[config.mk]
export PLATFORM = sky130hd
export DESIGN_NAME = bn_channel_sequencer_flat
export DESIGN_NICKNAME = d
export VERILOG_FILES = /design/src/rtl/bn_channel_sequencer_pkg.sv /design/src/rtl/bn_channel_sequencer_if.sv /design/src/rtl/bn_channel_sequencer_tagger.sv /design/src/rtl/bn_channel_sequencer.sv /design/src/flat_wrapper.sv
export SDC_FILE = /design/constraint.sdc
export NUM_CORES = 1
export LEC_CHECK = 0
export CORE_MARGIN = 3
export CORE_UTILIZATION = 30
export CTS_CLUSTER_DIAMETER = 40
export DETAILED_ROUTE_END_ITERATION = 7
export PLACE_DENSITY = 0.67
export SLEW_MARGIN = 10
export SYNTH_ARGS = -nofsm -noshare
export SYNTH_HDL_FRONTEND = slang
export SYNTH_SLANG_ARGS = --single-unit
[constraint.sdc]
create_clock -name clk -period 2.74 [get_ports clk]
set_input_delay 0.274 -clock clk [delete_from_list [all_inputs] [get_ports clk]]
set_output_delay 0.274 -clock clk [all_outputs]
set_load 0.005 [all_outputs]
[src/rtl/bn_channel_sequencer_pkg.sv]
// bn_seq_pkg: FSM states and ROM word layout shared by the BN channel sequencer.
package bn_seq_pkg;

    typedef enum logic [2:0] {
        S_IDLE,
        S_FETCH,
        S_LOAD,
        S_STREAM,
        S_DRAIN,
        S_DONE
    } state_t;

    // Word index (1-based, counted from the LSB) of the top of each field in param_rdata.
    localparam int MEAN_HI  = 4;
    localparam int VAR_HI   = 3;
    localparam int GAMMA_HI = 2;
    localparam int BETA_HI  = 1;

    function automatic int word_msb(input int hi, input int width);
        return hi * width - 1;
    endfunction

endpackage

[src/rtl/bn_channel_sequencer_if.sv]
// bn_channel_sequencer_if: control, activation, ROM, BN-unit and tagged-output signals of the sequencer.
interface bn_channel_sequencer_if #(
    parameter int DATA_WIDTH = 16,
    parameter int CH_W       = 4
);
    logic                    start;
    logic                    busy;
    logic                    done;
    logic [DATA_WIDTH-1:0]   in_data;
    logic                    in_valid;
    logic                    in_ready;
    logic [CH_W-1:0]         param_addr;
    logic                    param_rd_en;
    logic [4*DATA_WIDTH-1:0] param_rdata;
    logic [DATA_WIDTH-1:0]   bn_in_data;
    logic                    bn_in_valid;
    logic [DATA_WIDTH-1:0]   bn_mean;
    logic [DATA_WIDTH-1:0]   bn_variance;
    logic [DATA_WIDTH-1:0]   bn_gamma;
    logic [DATA_WIDTH-1:0]   bn_beta;
    logic [DATA_WIDTH-1:0]   bn_out_data;
    logic                    bn_out_valid;
    logic [DATA_WIDTH-1:0]   out_data;
    logic                    out_valid;
    logic [CH_W-1:0]         out_channel;
    logic                    out_last_pix;
    logic                    out_last;

    modport master (
        input  start, in_data, in_valid, param_rdata, bn_out_data, bn_out_valid,
        output busy, done, in_ready, param_addr, param_rd_en, bn_in_data, bn_in_valid,
               bn_mean, bn_variance, bn_gamma, bn_beta,
               out_data, out_valid, out_channel, out_last_pix, out_last
    );

    modport slave (
        output start, in_data, in_valid, param_rdata, bn_out_data, bn_out_valid,
        input  busy, done, in_ready, param_addr, param_rd_en, bn_in_data, bn_in_valid,
               bn_mean, bn_variance, bn_gamma, bn_beta,
               out_data, out_valid, out_channel, out_last_pix, out_last
    );

endinterface

[src/rtl/bn_channel_sequencer_tagger.sv]
// bn_out_tagger: tracks channel/pixel position of BN results and signals when a whole frame has come out.
module bn_out_tagger #(
    parameter int NUM_CHANNELS  = 16,
    parameter int PIXELS_PER_CH = 49,
    parameter int CH_W          = $clog2(NUM_CHANNELS),
    parameter int PIX_W         = $clog2(PIXELS_PER_CH + 1)
) (
    input  logic            clk,
    input  logic            rst,
    input  logic            clr,
    input  logic            valid,
    output logic [CH_W-1:0] out_ch,
    output logic            last_pix,
    output logic            last,
    output logic            frame_done
);

    localparam int TOTAL = NUM_CHANNELS * PIXELS_PER_CH;
    localparam int CNT_W = $clog2(TOTAL + 1);

    logic [PIX_W-1:0] out_pix;
    logic [CNT_W-1:0] out_cnt;
    logic             adv;

    // A result arriving after the frame total is dropped so the counters never wrap into a bogus frame.
    assign adv        = valid && out_cnt != CNT_W'(TOTAL);
    assign last_pix   = out_pix == PIX_W'(PIXELS_PER_CH - 1);
    assign last       = last_pix && out_ch == CH_W'(NUM_CHANNELS - 1);
    assign frame_done = out_cnt == CNT_W'(TOTAL) || (adv && out_cnt == CNT_W'(TOTAL - 1));

    always_ff @(posedge clk or posedge rst) begin
        if (rst) begin
            out_ch  <= '0;
            out_pix <= '0;
            out_cnt <= '0;
        end else if (clr) begin
            out_ch  <= '0;
            out_pix <= '0;
            out_cnt <= '0;
        end else if (adv) begin
            out_pix <= last_pix ? '0 : out_pix + 1'b1;
            out_ch  <= last_pix ? (last ? '0 : out_ch + 1'b1) : out_ch;
            out_cnt <= out_cnt + 1'b1;
        end
    end

endmodule

[src/rtl/bn_channel_sequencer.sv]
// bn_channel_sequencer: streams a channel-major tensor into the BN unit, loading each channel's
// parameters from ROM first, and tags BN results with channel / last-sample flags.
module bn_channel_sequencer
    import bn_seq_pkg::*;
#(
    parameter int DATA_WIDTH    = 16,
    parameter int NUM_CHANNELS  = 16,
    parameter int PIXELS_PER_CH = 49,
    parameter int BN_LATENCY    = 3,
    parameter int CH_W          = $clog2(NUM_CHANNELS),
    parameter int PIX_W         = $clog2(PIXELS_PER_CH + 1)
) (
    input logic                     clk,
    input logic                     rst,
    bn_channel_sequencer_if.master  bus
);

    localparam int MEAN_MSB  = word_msb(MEAN_HI, DATA_WIDTH);
    localparam int VAR_MSB   = word_msb(VAR_HI, DATA_WIDTH);
    localparam int GAMMA_MSB = word_msb(GAMMA_HI, DATA_WIDTH);
    localparam int BETA_MSB  = word_msb(BETA_HI, DATA_WIDTH);

    state_t                state, state_nxt;
    logic [CH_W-1:0]       ch;
    logic [PIX_W-1:0]      pix;
    logic [DATA_WIDTH-1:0] mean_q, var_q, gamma_q, beta_q;
    logic                  accept, last_pix, last_ch, frame_start;
    logic [CH_W-1:0]       t_ch;
    logic                  t_last_pix, t_last, frame_out_done;
    logic [BN_LATENCY-1:0] in_hist;

    assign last_pix    = pix == PIX_W'(PIXELS_PER_CH - 1);
    assign last_ch     = ch == CH_W'(NUM_CHANNELS - 1);
    assign frame_start = state == S_IDLE && bus.start;

    always_comb begin
        state_nxt       = state;
        accept          = state == S_STREAM && bus.in_valid;
        bus.busy        = state != S_IDLE;
        bus.done        = state == S_DONE;
        bus.in_ready    = state == S_STREAM;
        bus.param_rd_en = state == S_FETCH;
        bus.param_addr  = state == S_FETCH ? ch : '0;
        bus.bn_in_valid = accept;
        bus.bn_in_data  = bus.in_data;
        unique case (state)
            S_IDLE:   state_nxt = bus.start ? S_FETCH : S_IDLE;
            S_FETCH:  state_nxt = S_LOAD;
            S_LOAD:   state_nxt = S_STREAM;
            S_STREAM: state_nxt = accept && last_pix ? (last_ch ? S_DRAIN : S_FETCH) : S_STREAM;
            S_DRAIN:  state_nxt = frame_out_done ? S_DONE : S_DRAIN;
            S_DONE:   state_nxt = S_IDLE;
            default:  state_nxt = S_IDLE;
        endcase
    end

    always_ff @(posedge clk or posedge rst) begin
        if (rst) begin
            state <= S_IDLE;
            ch    <= '0;
            pix   <= '0;
        end else begin
            state <= state_nxt;
            if (state == S_IDLE) begin
                ch  <= '0;
                pix <= '0;
            end else if (accept) begin
                pix <= last_pix ? '0 : pix + 1'b1;
                ch  <= last_pix ? (last_ch ? '0 : ch + 1'b1) : ch;
            end
        end
    end

    // ROM data is valid the cycle after the FETCH strobe, which is exactly the LOAD cycle.
    always_ff @(posedge clk or posedge rst) begin
        if (rst) begin
            mean_q  <= '0;
            var_q   <= '0;
            gamma_q <= '0;
            beta_q  <= '0;
        end else if (state == S_LOAD) begin
            mean_q  <= bus.param_rdata[MEAN_MSB -: DATA_WIDTH];
            var_q   <= bus.param_rdata[VAR_MSB -: DATA_WIDTH];
            gamma_q <= bus.param_rdata[GAMMA_MSB -: DATA_WIDTH];
            beta_q  <= bus.param_rdata[BETA_MSB -: DATA_WIDTH];
        end
    end

    assign bus.bn_mean     = mean_q;
    assign bus.bn_variance = var_q;
    assign bus.bn_gamma    = gamma_q;
    assign bus.bn_beta     = beta_q;

    // frame_done looks through the final result so DONE follows the last output by one cycle.
    bn_out_tagger #(
        .NUM_CHANNELS (NUM_CHANNELS),
        .PIXELS_PER_CH(PIXELS_PER_CH),
        .CH_W         (CH_W),
        .PIX_W        (PIX_W)
    ) u_tagger (
        .clk       (clk),
        .rst       (rst),
        .clr       (frame_start),
        .valid     (bus.bn_out_valid),
        .out_ch    (t_ch),
        .last_pix  (t_last_pix),
        .last      (t_last),
        .frame_done(frame_out_done)
    );

    assign bus.out_valid    = bus.bn_out_valid;
    assign bus.out_data     = bus.bn_out_data;
    assign bus.out_channel  = bus.bn_out_valid ? t_ch : '0;
    assign bus.out_last_pix = bus.bn_out_valid && t_last_pix;
    assign bus.out_last     = bus.bn_out_valid && t_last;

    // The BN unit is a fixed-latency pipeline; a mismatch means BN_LATENCY is misconfigured.
    always_ff @(posedge clk or posedge rst) begin
        if (rst) begin
            in_hist <= '0;
        end else begin
            in_hist <= BN_LATENCY'({in_hist, accept});
            assert (bus.bn_out_valid == in_hist[BN_LATENCY-1]);
        end
    end

endmodule

[src/flat_wrapper.sv]
// flat-port wrapper written by rule: the top's interface ports become plain ports
module bn_channel_sequencer_flat import bn_seq_pkg::*;
#(
    parameter int DATA_WIDTH    = 16,
    parameter int NUM_CHANNELS  = 16,
    parameter int PIXELS_PER_CH = 49,
    parameter int BN_LATENCY    = 3,
    parameter int CH_W          = $clog2(NUM_CHANNELS),
    parameter int PIX_W         = $clog2(PIXELS_PER_CH + 1)
)
  (clk, rst, bus_start, bus_in_data, bus_in_valid, bus_param_rdata, bus_bn_out_data, bus_bn_out_valid, bus_busy, bus_done, bus_in_ready, bus_param_addr, bus_param_rd_en, bus_bn_in_data, bus_bn_in_valid, bus_bn_mean, bus_bn_variance, bus_bn_gamma, bus_bn_beta, bus_out_data, bus_out_valid, bus_out_channel, bus_out_last_pix, bus_out_last);
  bn_channel_sequencer_if #(.DATA_WIDTH(DATA_WIDTH), .CH_W(CH_W)) bus_i ();
  input logic clk;
  input logic rst;
  input wire logic [$bits(bus_i.start)-1:0] bus_start;
  input wire logic [$bits(bus_i.in_data)-1:0] bus_in_data;
  input wire logic [$bits(bus_i.in_valid)-1:0] bus_in_valid;
  input wire logic [$bits(bus_i.param_rdata)-1:0] bus_param_rdata;
  input wire logic [$bits(bus_i.bn_out_data)-1:0] bus_bn_out_data;
  input wire logic [$bits(bus_i.bn_out_valid)-1:0] bus_bn_out_valid;
  output wire logic [$bits(bus_i.busy)-1:0] bus_busy;
  output wire logic [$bits(bus_i.done)-1:0] bus_done;
  output wire logic [$bits(bus_i.in_ready)-1:0] bus_in_ready;
  output wire logic [$bits(bus_i.param_addr)-1:0] bus_param_addr;
  output wire logic [$bits(bus_i.param_rd_en)-1:0] bus_param_rd_en;
  output wire logic [$bits(bus_i.bn_in_data)-1:0] bus_bn_in_data;
  output wire logic [$bits(bus_i.bn_in_valid)-1:0] bus_bn_in_valid;
  output wire logic [$bits(bus_i.bn_mean)-1:0] bus_bn_mean;
  output wire logic [$bits(bus_i.bn_variance)-1:0] bus_bn_variance;
  output wire logic [$bits(bus_i.bn_gamma)-1:0] bus_bn_gamma;
  output wire logic [$bits(bus_i.bn_beta)-1:0] bus_bn_beta;
  output wire logic [$bits(bus_i.out_data)-1:0] bus_out_data;
  output wire logic [$bits(bus_i.out_valid)-1:0] bus_out_valid;
  output wire logic [$bits(bus_i.out_channel)-1:0] bus_out_channel;
  output wire logic [$bits(bus_i.out_last_pix)-1:0] bus_out_last_pix;
  output wire logic [$bits(bus_i.out_last)-1:0] bus_out_last;
  assign bus_i.start = bus_start;
  assign bus_i.in_data = bus_in_data;
  assign bus_i.in_valid = bus_in_valid;
  assign bus_i.param_rdata = bus_param_rdata;
  assign bus_i.bn_out_data = bus_bn_out_data;
  assign bus_i.bn_out_valid = bus_bn_out_valid;
  assign bus_busy = bus_i.busy;
  assign bus_done = bus_i.done;
  assign bus_in_ready = bus_i.in_ready;
  assign bus_param_addr = bus_i.param_addr;
  assign bus_param_rd_en = bus_i.param_rd_en;
  assign bus_bn_in_data = bus_i.bn_in_data;
  assign bus_bn_in_valid = bus_i.bn_in_valid;
  assign bus_bn_mean = bus_i.bn_mean;
  assign bus_bn_variance = bus_i.bn_variance;
  assign bus_bn_gamma = bus_i.bn_gamma;
  assign bus_bn_beta = bus_i.bn_beta;
  assign bus_out_data = bus_i.out_data;
  assign bus_out_valid = bus_i.out_valid;
  assign bus_out_channel = bus_i.out_channel;
  assign bus_out_last_pix = bus_i.out_last_pix;
  assign bus_out_last = bus_i.out_last;
  bn_channel_sequencer #(.DATA_WIDTH(DATA_WIDTH), .NUM_CHANNELS(NUM_CHANNELS), .PIXELS_PER_CH(PIXELS_PER_CH), .BN_LATENCY(BN_LATENCY), .CH_W(CH_W), .PIX_W(PIX_W)) u_core (.clk(clk), .rst(rst), .bus(bus_i));
endmodule
==> results of run 1 <==
worst reg2reg max path, delay by kind of cell (launching register included):
family                     cells  cell delay, ns
buffers and inverters          2            0.38
AOI/OAI and AO/OA              1            0.58
muxes                          1            0.19
and+or+nand+nor                2            0.23
adders and majority gates      1            0.21
DFF                            1            0.41
area by class of cell:
cell class	instances	share of cell area [%]
clock buffer	11	3.69
clock inverter	4	0.799
inverter	15	0.933
multi-input combinational	221	29.6
sequential	97	36.9
tap	211	4.02
timing repair buffer	158	24.1
layout by cell type (no fill, tap or decap), drive strengths merged, types with 3 or more instances in the layout:
cell           count
clkdlybuf4s50    148
dfrtp             97
mux2              65
nand2             15
nor2              14
inv               14
and2              12
a21oi             11
nand3             11
clkbuf            11
buf               10
nand4              8
ha                 8
nor3               6
a31oi              4
or3                4
xnor2              4
o21ai              4
o41ai              4
o31ai              4
and3               3
mux2i              3
xor2               3
a2111o             3
clkinv             3
nor3b              3
nor4               3
stage by stage:
step	cell area, µm²	hold slack [ns]	total power [mW]
2_1_floorplan	4820	0.426	3.41
3_5_place_dp	6280	0.495	4.65
3_3_place_gp	6280	0.488	4.57
6_report	6570	0.440	5.84
5_1_grt	6570	0.514	6.23
4_1_cts	6570	0.468	5.94
registers in the layout, indices dropped and copies added (netlist names), 6 cells and up:
register	cells
u_core.bus.bn_variance	16
u_core.u_tagger.out_cnt	10
u_core.bus.bn_mean	16
u_core.bus.bn_gamma	16
u_core.u_tagger.out_pix	6
u_core.bus.bn_beta	16
u_core.pix	6
kinds of logic (layout without fill, tap and decap cells):
family,Yosys count,count (layout),share of synthesized area (%)
mux,68,68,15.9
buf+inv,64,188,9.40
fa+ha+maj,8,8,2.08
simple gates,92,92,13.2
xor+xnor,7,7,1.27
flops,97,97,50.4
compound gates,46,46,7.74
worst paths after layout:
path                                                           to
max in group asynchronous   u_core.bus.bn_variance[6]$_DFFE_PP0P_
min in group clk                u_core.bus.bn_mean[3]$_DFFE_PP0P_
max reg2reg                u_core.u_tagger.out_cnt[1]$_DFFE_PP0P_
min                            u_core.bus.bn_mean[11]$_DFFE_PP0P_
min reg2reg                     u_core.bus.bn_mean[3]$_DFFE_PP0P_
max                                             bus_param_addr[2]
power by group through the flow:
stage               Sequential (mW)  Clock (mW)  Combinational (mW)
detailed placement             2.49           0                2.16
global placement               2.46           0                2.11
CTS                            2.46        1.31                2.16
floorplan                      2.44           0               0.969
finish                         2.46        1.26                2.12
global route                   2.55        1.37                2.30
per-layer routing:
layer / vias to the layer above / wire [µm] / track usage [%]
met1: 1646 / 4500 / 14.7
met5: - / 0 / 0
met3: 23 / 674 / 3.35
li1: 1576 / - / -
met4: 0 / 234 / 5.48
met2: 128 / 5370 / 21.4
==> qor.csv, run 1 <==
stage,metric,value,unit
global_routing,grt_overflow,0,
power,ir_worst_vdd,0.327,mV
detailed_routing,wl_per_cell,15.0,µm
floorplan,fp.dieH,133,µm
timing,hold_viol,0,
timing,fin_skew,0.00716,ns
timing,finalSetupTns,0,ns
clock_network,clk_latency,0.35,ns
power,clkPwrFrac,21.6,%
worst_setup_path,r2r_start,u_core.u_tagger.out_cnt[0]$_DFFE_PP0P_,
detailed_routing,ant_nets,0,
timing,drv_slew,0,
floorplan,die_w,133,µm
detailed_routing,drcViolationCount,0,
worst_setup_path,cp.depth,3,
worst_setup_path,slowest_delay,0.70,ns
floorplan,core,15500,µm²
detailed_routing,dr.pass1.iters,4,
layout,antenna_cells,0,
logic_synthesis,netlist.area_leader.share,50.4,%
global_routing,grt_antenna_before_repair,0,
floorplan,initial_core_util,31.1,%
floorplan,core.rowCount,45,
worst_setup_path,path_cells,nor3b_1 -> and2_1 -> clkdlybuf4s50_1,
global_routing,grt_pass1_vias,3521,
layout,register_area,2430,µm²
worst_setup_path,cp.arrival,2.20,ns
layout,drive_above_1_share,21.3,%
timing,worst_pin_slew,0.590,ns
layout,final_nets,611,
clock_network,htree_levels,3,
logic_synthesis,synth_flop_cell,dfrtp_1,
logic_synthesis,syn_inst,382,
global_routing,grt_pass1_wl,17900,µm
detailed_routing,num_vias,3373,
timing,fin_crit,2.47,ns
logic_synthesis,ys_types,63,
timing,relSlewSlack,60.7,%
logic_synthesis,avgSynthCellArea,12.6,µm²
global_routing,grt_max_degree,98,
worst_setup_path,critPathLaunch,u_core.state[0]$_DFF_PP0_,
clock_network,cts_tree,built,
floorplan,die_area,17600,µm²
logic_synthesis,synth_area,4820,µm²
clock_network,cts_setup_buffers,0,
worst_setup_path,worstPathRequired,2.47,ns
global_routing,grt.total_usage,12.5,%
timing,grt_setup_unrepaired,no,
min_path,min_path_type,in2async,
place,place_congestion,0.805,
clock_network,cts.sinks,97,
logic_synthesis,synth_common_cells,"dfrtp_1, mux2_2, buf_4",
power,powerDensity,889,nW/µm²
detailed_routing,drt_wl_total,10800,µm
power,power_frac_comb,36.3,%
power,leakage,2.70,nW
logic_synthesis,syn_nets,491,
logic_synthesis,yosysSeqAreaShare,50.4,%
layout,fin_util,42.5,%
detailed_routing,drt_iter0_drc,194,
logic_synthesis,synth.most_common_cell,dfrtp_1,
clock_network,hold_buffers,0,
place,post-dp-hpwl,7990,µm
worst_setup_path,crit_fanout,11,
logic_synthesis,synth_area_leaders,"dfrtp_1, mux2_2, buf_4",
timing,maxClockFrequency,405,MHz
worst_setup_path,cp_top_family,flip-flops,
timing,setup_viol,0,
layout,multi_input_area,1940,µm²
layout,syn_to_final_growth,36.4,%
floorplan,ios,213,
logic_synthesis,ys_ff_latch,97,
clock_network,cts_resized,0,
clock_network,clkTransAtPathRegs,0.07,ns
place,post-place-ws,0.576,ns
layout,fillers,1400,
job,max-cap-violations,0,
logic_synthesis,synth_warnings,0,
power,seq_power_share,42.0,%
worst_setup_path,rrSetupSlack,0.63,ns
power,switchingPower,1.64,mW
worst_setup_path,crit_type,reg2out,
clock_network,numCtsBuffers,9,
logic_synthesis,synth-edff-count,0,
place,dp.cells,702,
logic_synthesis,yosys.area.top_type,dfrtp_1,
power,internal-power,4.21,mW
outcome,status,"complete, no violations",
detailed_routing,vias_per_cell,4.70,
clock_network,clockBufferDepth,2,
worst_setup_path,cp_slowest_cell,dfrtp_1,
worst_setup_path,worst-path-buf-inv,1,
place,port_buffers,148,
worst_setup_path,start_kind,flop,
clock_network,root_buffer,clkbuf_16,
worst_setup_path,critPathCaptureType,output pin,
timing,fin_crit_sh,90.2,%
power,p_sw_share,28.0,%
logic_synthesis,synthArstFlopShare,100,%
layout,fin_cells,717,
timing,timing.final.ws_setup,0.270,ns
worst_setup_path,r2r_cells,7,
Power figures use the tool's default switching activity.
==> run 2, diff against run 1 <==
SKIP_LAST_GASP = 1   (was not set)
==> results of run 2 <==
The final DEF is identical to that of run 1; final timing and power are the same.
